File: src/rtl/wu_trial_sequencer.sv
// Wake-up receiver trial sequencer: fires signal-generator triggers, classifies wake-ups as hit/miss/false.
// Define WU_SEQ_LATENCY_STATS_EN to add lat_min/lat_max/lat_sum outputs.
module wu_trial_sequencer #(
  parameter int TRIG_W = 16,
  parameter int CNT_W  = 20,
  parameter int LAT_W  = 24
) (
  input  logic             clki,
  input  logic             reset,
  input  logic             start,
  input  logic             abort,
  input  logic [CNT_W-1:0] num_trials,
  input  logic [31:0]      trig_period,
  input  logic [LAT_W-1:0] resp_window,
  input  logic             sc_busy,
  input  logic             wake_up,
  output logic             trig_to_siggen,
  output logic             busy,
  output logic             done,
  output logic [CNT_W-1:0] trial_cnt,
  output logic [CNT_W-1:0] hit_cnt,
  output logic [CNT_W-1:0] miss_cnt,
  output logic [CNT_W-1:0] false_cnt,
  output logic             lat_valid,
  output logic [LAT_W-1:0] lat_data,
`ifdef WU_SEQ_LATENCY_STATS_EN
  output logic [LAT_W-1:0] lat_min,
  output logic [LAT_W-1:0] lat_max,
  output logic [31:0]      lat_sum,
`endif
  output logic [2:0]       state_dbg
);

  typedef enum logic [2:0] {
    S_IDLE, S_LAUNCH, S_ARM, S_TRIG, S_WINDOW, S_HOLDOFF, S_DONE
  } state_t;

  localparam logic [31:0]      TRIG_LEN = 32'(TRIG_W);
  localparam logic [31:0]      MIN_PER  = 32'(TRIG_W + 1);
  localparam logic [31:0]      ONE32    = 32'd1;
  localparam logic [CNT_W-1:0] CNT_ONE  = {{(CNT_W-1){1'b0}}, 1'b1};
  localparam logic [LAT_W-1:0] LAT_MAX  = {LAT_W{1'b1}};

  state_t           state, adv_state;
  logic             start_q, wake_meta, wake_sync, wake_prev, hit_seen;
  logic [CNT_W-1:0] n_lat, trial_nx;
  logic [31:0]      ep_r, ew_r, phase, phase_nx, eff_per_c, eff_win_c;
  logic             start_rise, wake_edge, active, in_win, win_last, last_cyc;
  logic             take_hit, take_false, take_miss;
  logic [LAT_W-1:0] lat_now;
`ifdef WU_SEQ_LATENCY_STATS_EN
  logic [32:0]      sum_nx;
`endif

  function automatic logic [CNT_W-1:0] sat_inc(input logic [CNT_W-1:0] v);
    return (&v) ? v : v + CNT_ONE;
  endfunction

  assign state_dbg = state;

  always_comb begin
    start_rise = start & ~start_q;
    wake_edge  = wake_sync & ~wake_prev;
    eff_per_c  = (trig_period < MIN_PER) ? MIN_PER : trig_period;
    eff_win_c  = (32'(resp_window) < eff_per_c - ONE32) ? 32'(resp_window) : eff_per_c - ONE32;
    active     = (state == S_TRIG) || (state == S_WINDOW) || (state == S_HOLDOFF);
    in_win     = phase < ew_r;
    // An empty window still closes (as a miss) on the first trigger cycle.
    win_last   = (ew_r == 32'd0) ? (phase == 32'd0) : (phase == ew_r - ONE32);
    last_cyc   = phase == ep_r - ONE32;
    take_hit   = active & wake_edge & in_win & ~hit_seen;
    take_false = active & wake_edge & ~take_hit;
    take_miss  = active & win_last & ~hit_seen & ~take_hit;
    phase_nx   = phase + ONE32;
    trial_nx   = sat_inc(trial_cnt);
    lat_now    = (phase > 32'(LAT_MAX)) ? LAT_MAX : phase[LAT_W-1:0];
    if (phase_nx < TRIG_LEN)  adv_state = S_TRIG;
    else if (phase_nx < ew_r) adv_state = S_WINDOW;
    else                      adv_state = S_HOLDOFF;
`ifdef WU_SEQ_LATENCY_STATS_EN
    sum_nx = {1'b0, lat_sum} + 33'(lat_now);
`endif
  end

  always_ff @(posedge clki) begin
    if (reset) begin
      state <= S_IDLE;
      start_q <= 1'b0; wake_meta <= 1'b0; wake_sync <= 1'b0; wake_prev <= 1'b0;
      hit_seen <= 1'b0; n_lat <= '0; ep_r <= '0; ew_r <= '0; phase <= '0;
      trig_to_siggen <= 1'b0; busy <= 1'b0; done <= 1'b0;
      trial_cnt <= '0; hit_cnt <= '0; miss_cnt <= '0; false_cnt <= '0;
      lat_valid <= 1'b0; lat_data <= '0;
`ifdef WU_SEQ_LATENCY_STATS_EN
      lat_min <= LAT_MAX; lat_max <= '0; lat_sum <= '0;
`endif
    end else begin
      start_q   <= start;
      wake_meta <= wake_up;
      wake_sync <= wake_meta;
      wake_prev <= wake_sync;
      lat_valid <= 1'b0;
      if (abort && state != S_IDLE) begin
        state <= S_IDLE; trig_to_siggen <= 1'b0; busy <= 1'b0; done <= 1'b0;
      end else begin
        case (state)
          S_IDLE, S_DONE: if (start_rise) begin
            n_lat <= num_trials; ep_r <= eff_per_c; ew_r <= eff_win_c;
            trial_cnt <= '0; hit_cnt <= '0; miss_cnt <= '0; false_cnt <= '0;
            done <= 1'b0; state <= S_LAUNCH;
`ifdef WU_SEQ_LATENCY_STATS_EN
            lat_min <= LAT_MAX; lat_max <= '0; lat_sum <= '0;
`endif
          end
          S_LAUNCH: begin
            if (n_lat == '0) begin
              state <= S_DONE; done <= 1'b1;
            end else begin
              state <= S_ARM; busy <= 1'b1;
            end
          end
          S_ARM: if (!sc_busy) begin
            state <= S_TRIG; trig_to_siggen <= 1'b1; phase <= '0; hit_seen <= 1'b0;
          end
          S_TRIG, S_WINDOW, S_HOLDOFF: begin
            phase <= phase_nx;
            if (take_hit) begin
              hit_cnt <= sat_inc(hit_cnt); hit_seen <= 1'b1;
              lat_valid <= 1'b1; lat_data <= lat_now;
`ifdef WU_SEQ_LATENCY_STATS_EN
              if (lat_now < lat_min) lat_min <= lat_now;
              if (lat_now > lat_max) lat_max <= lat_now;
              lat_sum <= sum_nx[32] ? 32'hFFFF_FFFF : sum_nx[31:0];
`endif
            end
            if (take_false) false_cnt <= sat_inc(false_cnt);
            if (take_miss)  miss_cnt  <= sat_inc(miss_cnt);
            if (last_cyc) begin
              trial_cnt <= trial_nx;
              // Arming is folded into the last holdoff cycle so an idle scan chain gives exact periods.
              if (trial_nx == n_lat) begin
                state <= S_DONE; done <= 1'b1; busy <= 1'b0; trig_to_siggen <= 1'b0;
              end else if (!sc_busy) begin
                state <= S_TRIG; trig_to_siggen <= 1'b1; phase <= '0; hit_seen <= 1'b0;
              end else begin
                state <= S_ARM; trig_to_siggen <= 1'b0;
              end
            end else begin
              state <= adv_state;
              trig_to_siggen <= (phase_nx < TRIG_LEN);
            end
          end
          default: begin
            state <= S_IDLE; trig_to_siggen <= 1'b0; busy <= 1'b0;
          end
        endcase
      end
    end
  end

endmodule
File: config.mk
export PLATFORM = sky130hd
export DESIGN_NAME = wu_trial_sequencer
export DESIGN_NICKNAME = d
export VERILOG_FILES = /design/src/rtl/wu_trial_sequencer.sv
export SDC_FILE = /design/constraint.sdc
export NUM_CORES = 1
export LEC_CHECK = 0
export CORE_UTILIZATION = 25
export DETAILED_ROUTE_END_ITERATION = 12
export SETUP_SLACK_MARGIN = 0.4
export SYNTH_ARGS = -nofsm -noshare
export SYNTH_HDL_FRONTEND = slang
export SYNTH_SLANG_ARGS = --single-unit
File: constraint.sdc
create_clock -name clki -period 5.6 [get_ports clki]
set_clock_uncertainty 0.15 [all_clocks]
set_input_delay 0.56 -clock clki [delete_from_list [all_inputs] [get_ports clki]]
set_output_delay 0.56 -clock clki [all_outputs]
set_load 0.01 [all_outputs]
==> impl_metrics.toml, run 1 <==
[cts]
h-tree-depth = 1
clk_pin_slew_ns = 0.06
cts_num_sinks = 232
postCtsHoldBufs = 0
cts_buffers = 29
root_buffer = "clkbuf_16"
clk_latency_ns = 0.58
tritoncts = "yes"
clock_path_buffers = 3

[critical_path]
ff2ff_setup_slack_ns = 0.78
cp_slowest_cell = "or4_4"
critPathCapture = "ew_r[4]"
cp_cell_sequence = "clkdlybuf4s50_1, or4_4, nor4_4, buf_4, nand4_1, buf_4, nor2b_1, ha_4, nand3_2, buf_4, nor4_4, buf_4, xnor2_1, ha_1, a21o_1, a21o_1, a211oi_2, o31ai_1, a221o_1, nor3_4, or3_4, buf_12, mux2_2, o22ai_1"
critPathMaxStageDelay_ns = 0.56
crit_start = "trig_period[27]"
critPathMostFrequentCell = "buf_4"
cp-end-kind = "flip-flop"
worstPathRequired_ns = 5.95
r2r-start = "ep_r[0]"
startpoint_type = "input port"
path_class = "in2reg"
cp.arrival_ns = 5.28
rr_worst_depth = 14
path_max_fanout = 14
timing.rr.end = "trial_cnt[11]"

[die]
rows = 93
start_util_pct = 25.4
pin_count = 193
die_y_um = 258
die_w_um = 258
core_um2 = 64600
die-area_um2 = 66600

[final_layout]
final-instance-count-excl-fill = 3225
final_common_cell = "dfxtp_1"
fill_cells = 6827
multi_input_area_um2 = 11100
final_core_util_pct = 32.3
layout-drive-gt1-share_pct = 8.95
stdcell_area_um2 = 20800
syn_to_final_growth_pct = 27.2
final_cell_mix = "dfxtp_1, nor2_1, nand2_1"
register_area_um2 = 4640
fin_nets = 2526
antenna_cells = 0

[routing]
drc_errors = 0
dr.first_iter.drc_count = 1480
wl_per_cell_um = 18.4
ant_nets = 0
vias = 16800
drt-pass1-iter-count = 5
viasPerCell = 5.21
wl_um = 59300

[timing]
worst_pin_slew_ns = 1.13
maxSlewHeadroom_pct = 24.5
hold_viol_final = 0
finalSetupViolations = 0
maxSlewViolCount = 0
fin_crit_sh_pct = 88.1
rsz0062_at_grt = "false"
max_freq_mhz = 203
period_needed_ns = 4.93

[worst_hold_path]
min_path_type = "in2reg"

[synth]
async_flop_share_pct = 0
synth.cell_area_um2 = 16400
netlist.area_leader.share_pct = 28.3
syn_avg_cell_area_um2 = 7.55
yosys_most_used_dff = "dfxtp_1"
synth_area_leaders = "dfxtp_1, ha_1, xnor2_1, a21oi_1, nor2_1"
yosys_warnings = 0
synth_edf_count = 0
synthCells = 2169
yosysTopAreaCell = "dfxtp_1"
synth_seq_cells = 232
syn_nets = 2347
synthDistinctLibCells = 81
synth-seq-area-share_pct = 28.3

[run]
cap_violations = 0

[grt]
grt_pass1_vias = 15600
grt_pass1_wl_um = 92400
track_usage_pct = 17.2
antenna_found_initial = 1
grt_max_degree = 73
overflow = 0

[placed_design]
dp_hpwl_um = 45700
io_buffers = 192
place_congestion = 0.924
dp.cells = 3170
place_area_um2 = 19700

[power_and_ir_drop]
ir_drop_uv = 251
p_leak_nw = 7.46
total_power_mw = 5.04
powerDensity_nw_per_um2 = 242

[run_status]
status = "completed"
-- layer usage --
| layer | GRT usage (%) | wire [µm] |
|---|---|---|
| met4 | 4.68 | 1560 |
| met3 | 2.04 | 3050 |
| met1 | 23.5 | 27600 |
| met2 | 28.6 | 27100 |
| met5 | 0 | 13 |
-- cell type report --
class                   instances  share of cell area (%)
clock inverters                16                    1.27
clock buffers                  37                    3.82
flip-flops and latches        232                    22.3
multi-input cells            1725                    53.2
inverters                      68                    1.23
repair buffers                292                    13.1
well taps                     855                    5.13
-- where the power goes --
part | switching, mW | internal (mW)
Sequential | 0.114 | 1.71
Clock | 0.809 | 1.29
Combinational | 0.655 | 0.461
Total | 1.58 | 3.46
-- per-stage QoR --
stage | setup TNS, ns | hold WS, ns | setup slack (ns)
3_3_place_gp | -2.07 | 0.284 | -0.184
6_report | 0 | 0.228 | 0.668
4_1_cts | 0 | 0.195 | 0.463
5_1_grt | 0 | 0.219 | 0.381
2_1_floorplan | 0 | 0.264 | 0.431
3_5_place_dp | -3.59 | 0.284 | -0.212
-- critical path, delay by kind of cell --
family	cells	cell delay, ns
xor+xnor	1	0.13
simple gates	8	1.60
mux	1	0.33
fa+ha+maj	2	0.37
compound gates	6	1.10
buf+inv	6	1.18
-- flip-flops by register name (all words and copies together) (netlist names), 3 cells and up --
signal / flops
hit_cnt: 20
trial_cnt: 20
n_lat: 20
false_cnt: 20
phase: 32
state_dbg: 3
ep_r: 32
miss_cnt: 20
lat_data: 24
ew_r: 32
-- cells in the mapped netlist (11+ instances only) --
| cell | count |
|---|---|
| a32oi_1 | 13 |
| nor2_1 | 225 |
| mux2i_1 | 17 |
| ha_1 | 96 |
| nand2b_1 | 18 |
| and4_1 | 21 |
| xnor2_1 | 127 |
| dfxtp_1 | 232 |
| a22oi_1 | 21 |
| or4_1 | 20 |
| nor2b_1 | 25 |
| o21ai_1 | 13 |
| nor4_1 | 59 |
| nand2_1 | 208 |
| a211oi_1 | 46 |
| a21oi_1 | 173 |
| clkbuf_1 | 135 |
| a31o_2 | 11 |
| or2_2 | 12 |
| o211ai_1 | 14 |
| nor3_1 | 67 |
| o22ai_1 | 16 |
| and3_1 | 42 |
| o21ai_0 | 61 |
| xor2_1 | 51 |
| a21o_1 | 21 |
| a31oi_1 | 20 |
| nand3_1 | 87 |
| inv_1 | 68 |
| nand4_1 | 65 |
| or3_1 | 40 |
-- logic make-up (layout without fill, tap and decap cells) --
group           Yosys count  in the layout  synth area share, %
buf+inv                 213            413                 4.95
flops                   232            232                 28.3
xor+xnor                178            178                 9.52
fa+ha+maj                96             96                 7.33
mux                      21             21                 1.31
simple gates            938            939                 29.2
compound gates          491            491                 19.3
-- how the worst min path moves through the flow --
stage          cells after the start  slack, ns  startpoint            to
6_report                           2       0.23       reset     wake_sync
5_1_grt                            2       0.22       reset     wake_sync
4_1_cts                            2       0.19       reset  false_cnt[0]
3_5_place_dp                       1       0.28   wake_meta     wake_sync
3_3_place_gp                       1       0.28   wake_meta     wake_sync
2_1_floorplan                      1       0.26   wake_meta     wake_sync
-- timing repair --
item                                    CTS  global route
setup buffers                             0             1
cloned                                    0             1
pin swaps                                 0             6
resized for setup                         1            14
endpoints found under the setup margin   11            24
(Power assumes the default switching activity.)
==> run 2: changes to the inputs <==
MAX_ROUTING_LAYER = met4   (was default)
==> run 2 against run 1 <==
Compared with the run above: first-iteration DRC count is 5.3% lower; combinational power hardly changed; utilization is 0.087 points lower; critical endpoint unchanged; fmax is 0.36% lower; count of clock-buffer cells in the layout is 2 higher; critical path type unchanged; final cell count is 0.19% higher; global-route usage is 0.73 points higher; total power is 2.6% lower; clock power is 7% lower; final area is 0.27% lower; hold slack better by 0.028 ns; critical path depth stayed put.
==> impl_metrics.toml, run 2 (synthesis gave the netlist of run 1 again) <==
[grt]
grt_pass1_wl_um = 93200
overflow = 0
track_usage_pct = 18.0
grt_pass1_vias = 15700
antenna_found_initial = 2
grt_max_degree = 65

[die]
die-area_um2 = 66600
die_w_um = 258
pin_count = 193
start_util_pct = 25.4
die_y_um = 258
core_um2 = 64600
rows = 93

[timing]
period_needed_ns = 4.95
maxSlewHeadroom_pct = 26.1
hold_viol_final = 0
fin_crit_sh_pct = 88.4
hold_ws_ns = 0.255
finalSetupViolations = 0
max_freq_mhz = 202
maxSlewViolCount = 0
rsz0062_at_grt = "true"
worst_pin_slew_ns = 1.10
fin_ws_ns = 0.651

[critical_path]
critPathMaxStageDelay_ns = 0.55
worstPathRequired_ns = 5.94
startpoint_type = "input port"
cp_slowest_cell = "or4_4"
critPathTopFamily = "simple AND/OR/NAND/NOR gates"
path_buf_inv = 6
cp_cell_sequence = "clkdlybuf4s50_1, or4_4, nor4_4, buf_4, nand4_1, buf_4, nor2b_1, ha_4, nand3_2, buf_4, nor4_4, buf_4, xnor2_1, ha_1, a21o_1, a21o_1, a211oi_2, o31ai_1, a221o_1, nor3_4, or3_4, buf_12, mux2_2, o22ai_1"
cp-end-kind = "flip-flop"
path_class = "in2reg"
path_max_fanout = 14
cp.arrival_ns = 5.29
critPathMostFrequentCell = "buf_4"

[final_layout]
fin_nets = 2530
final_cell_mix = "dfxtp_1, nor2_1, nand2_1"
multi_input_area_um2 = 11100
syn_to_final_growth_pct = 26.8
fill_cells = 6915
register_area_um2 = 4640
reg_top3 = "ep_r (32), ew_r (32), phase (32)"
final_common_cell = "dfxtp_1"
layout-drive-gt1-share_pct = 9.10

[routing]
wl_per_cell_um = 18.5
vias = 16800
drc_errors = 0
drt-pass1-iter-count = 8
ant_nets = 0
wl_um = 59700
dr.first_iter.drc_count = 1402
viasPerCell = 5.19

[cts]
clk_latency_ns = 0.58
root_buffer = "clkbuf_16"
cts_buffers = 28
h-tree-depth = 1
clock_path_buffers = 3
clk_pin_slew_ns = 0.06
tritoncts = "yes"
cts_num_sinks = 232
postCtsHoldBufs = 0

[placed_design]
io_buffers = 192
dp_slack_ns = -0.270
dp_hpwl_um = 46200
place_congestion = 0.966

[power_and_ir_drop]
powerDensity_nw_per_um2 = 236
p_leak_nw = 7.45
ir_drop_uv = 218

[run]
cap_violations = 0

[run_status]
status = "completed"

[worst_hold_path]
min_path_type = "in2reg"
==> run 2: changes by cell type in the layout (fill, tap and decap cells not counted), sizes merged <==
cell      change
clkinv        +2
bufinv        -2
clkbuf        +2
inv           -2
buf           +5
diode         +2
clkinvlp      -1
==> run 2: layout make-up <==
type / instances / share of cell area (%)
clock buffer: 39 / 3.86
sequential: 232 / 22.4
clock inverter: 13 / 0.915
antenna: 2 / 0.0241
inverter: 68 / 1.23
multi-input combinational: 1725 / 53.3
timing repair buffer: 297 / 13.2
tap: 855 / 5.15
==> run 2: repair_timing <==
item,4_1_cts,5_1_grt
gates resized for setup,1,14
endpoints found under the hold margin,0,0
setup endpoints to repair,13,24
pin swaps,0,7
gates cloned,0,1
setup buffers,0,1
==> run 2: report_power, final <==
part	total [mW]	switching, mW	internal (mW)	leakage, nW
registers	1.83	0.115	1.71	1.88
logic	1.12	0.659	0.462	5.08
clock network	1.96	0.776	1.19	0.486
total	4.91	1.55	3.36	7.45
==> run 2: per-layer routing <==
metal  wire, µm  global-route usage [%]  vias up
li1           -                       -     8312
met1      27500                    23.7     7833
met2      27000                    28.4      512
met3       3290                    2.07      107
met4       1880                    5.92        0
met5          0                       -        -
==> run 2: worst paths after layout <==
| path | startpoint | endpoint | slack, ns | cells after the start |
|---|---|---|---|---|
| worst min register to register | wake_meta | wake_sync | 0.30 | 1 |
| worst max-delay path | trig_period[21] | ew_r[4] | 0.65 | 24 |
| worst max register to register | ep_r[0] | trial_cnt[9] | 0.88 | 14 |
| worst min-delay path | reset | false_cnt[0] | 0.26 | 2 |
==> run 2: stage by stage <==
step	instance area, µm²	TNS, ns	utilization (%)	power (mW)	cells
final	20800	0	32.2	4.91	3231
after global placement	19700	-2.25	30.5	2.96	3175
after detailed placement	19700	-4.57	30.5	2.96	3175
after floorplan	16400	0	-	2.54	2169
after CTS	20700	0	32.0	4.95	3227
after global routing	20800	0	32.2	5.16	3231
==> run 2: worst register-to-register path, cell delays in order (launching register included) <==
cell and delay, ns:
dfxtp_1 0.39, inv_1 0.10, ha_1 0.28, or4b_2 0.68
nor3_1 0.59, a31oi_1 0.17, nor4_1 0.43, nand4_1 0.15
nor4bb_1 0.31, buf_4 0.20, and2_1 0.24, buf_4 0.21
nand2_1 0.12, or4_1 0.49, a21oi_1 0.16
==> run 3: changes to the inputs <==
==> constraint.sdc (replaced) <==
create_clock -name clki -period 5.6 [get_ports clki]
set_clock_uncertainty 0.15 [all_clocks]
set_input_delay 1.12 -clock clki [delete_from_list [all_inputs] [get_ports clki]]
set_output_delay 1.12 -clock clki [all_outputs]
set_load 0.01 [all_outputs]
==> run 3 against run 2 <==
Compared with the run above: fmax fell by 2.8%; first-iteration DRC count up 5.8%; total power is 3.2% lower; utilization increased by 0.30 points; register-to-register slack got worse by 0.10 ns; final cell count is 0.43% higher; sequential cell count is the same; global-route usage is 0.23 points lower.
==> impl_metrics.toml, run 3 (synthesis gave the netlist of run 1 again) <==
[die]
pin_count = 193
die_y_um = 258
start_util_pct = 25.4
die-area_um2 = 66600
die_w_um = 258
core_um2 = 64600
rows = 93

[worst_hold_path]
worstHoldStart = "wake_meta"
min_path_type = "reg2reg"

[grt]
track_usage_pct = 17.7
grt_pass1_vias = 15700
grt_max_degree = 56
grt_util_met1_pct = 23.5
gr-usage-met3_pct = 2.36
antenna_found_initial = 0
overflow = 0
grt_pass1_wl_um = 92100
top_usage_layer = "met2"
use_met2_pct = 27.6

[power_and_ir_drop]
comb_power_share_pct = 23.6
p_switching_mw = 1.55
swShare_pct = 32.7
p_clk_share_pct = 37.9
powerDensity_nw_per_um2 = 227
p_leak_nw = 7.64
internal_power_mw = 3.20
total_power_mw = 4.75
seqPwrFrac_pct = 38.4
ir_drop_uv = 233

[final_layout]
reg_top3 = "ep_r (32), ew_r (32), phase (32)"
final_core_util_pct = 32.5
register_area_um2 = 4640
layout-drive-gt1-share_pct = 10.8
fin_nets = 2547
final-instance-count-excl-fill = 3245
syn_to_final_growth_pct = 28.0
fill_cells = 6940
multi_input_area_um2 = 11200
final_cell_mix = "dfxtp_1, nor2_1, nand2_1"
antenna_cells = 0
final_common_cell = "dfxtp_1"

[critical_path]
path_class = "in2reg"
worstPathRequired_ns = 5.95
r2r-start = "ew_r[1]"
cp-end-kind = "flip-flop"
path_max_fanout = 7
crit_start = "trig_period[13]"
startpoint_type = "input port"
cp.arrival_ns = 5.44

[cts]
root_buffer = "clkbuf_16"
clk_pin_slew_ns = 0.06
clk_latency_ns = 0.59
clock_path_buffers = 3
cts_buffers = 27
tritoncts = "yes"
h-tree-depth = 1
cts_num_sinks = 232

[timing]
maxSlewHeadroom_pct = 23.9
rsz0062_at_grt = "true"
maxSlewViolCount = 0
hold_viol_final = 0
hold_ws_ns = 0.301
worst_pin_slew_ns = 1.14
period_needed_ns = 5.09
max_freq_mhz = 196
fin_crit_sh_pct = 90.9
finalSetupViolations = 0

[routing]
dr.first_iter.drc_count = 1483
drt-pass1-iter-count = 6
wl_um = 59300
viasPerCell = 5.21
drc_errors = 0
wl_per_cell_um = 18.3
vias = 16900
ant_nets = 0

[placed_design]
dp_hpwl_um = 45700
io_buffers = 192
place_congestion = 0.938
dp.cells = 3181

[run_status]
status = "completed"

[run]
cap_violations = 0
run 3: final timing paths:
kind                                     end  slack (ns)  cells past startpoint
worst max-delay path                 ew_r[4]        0.51                     24
worst max register to register  miss_cnt[15]        0.78                     12
worst min-delay path               wake_sync        0.30                      1
worst min register to register     wake_sync        0.30                      1
run 3: routing by layer:
layer,vias to the layer above,share of wire [%]
li1,8353,-
met1,7936,46
met2,488,45
met3,120,5.6
met4,0,3.4
met5,-,0
run 3: power by group through the flow:
stage	Sequential [mW]	Clock, mW	Combinational, mW
global route	1.84	1.92	1.23
CTS	1.82	1.86	1.11
global placement	1.86	0	1.10
finish	1.83	1.80	1.12
floorplan	1.80	0	0.744
detailed placement	1.86	0	1.10
run 3: metrics by stage:
step | area, µm² | worst slack, ns | TNS, ns
after floorplan | 16500 | 0.226 | 0
after global placement | 19800 | -0.392 | -6.49
after detailed placement | 19800 | -0.438 | -8.01
after CTS | 20800 | 0.403 | 0
after global routing | 21000 | 0.269 | 0
final | 21000 | 0.509 | 0
run 3: what timing repair did:
item                                    in CTS  in global routing
pin swaps                                   20                 27
resized for setup                           24                 43
endpoints found under the setup margin      22                 24
buffers inserted                             9                  5
hold buffers                                 0                  0
endpoints found under the hold margin        0                  0
run 3: critical path, cell delays in order:
cell	delay (ns)
clkdlybuf4s15_1	0.18
or4_4	0.54
nor4b_4	0.22
buf_4	0.16
nand4_1	0.15
buf_4	0.18
nor2b_4	0.13
ha_4	0.17
nand3_4	0.09
buf_12	0.12
nor2_4	0.03
nor4b_4	0.12
xnor2_1	0.21
ha_1	0.29
buf_4	0.14
a21o_1	0.17
a21oi_2	0.13
o31ai_2	0.09
a221o_1	0.34
nor3_4	0.18
or3_4	0.17
buf_6	0.12
mux2_4	0.30
o22ai_2	0.08
run 3: layout make-up:
| class | instances | area share, % |
|---|---|---|
| inverters | 68 | 1.22 |
| well taps | 855 | 5.10 |
| repair buffers | 316 | 13.8 |
| multi-input cells | 1724 | 53.5 |
| flip-flops and latches | 232 | 22.1 |
| clock buffers | 38 | 3.71 |
| clock inverters | 12 | 0.555 |
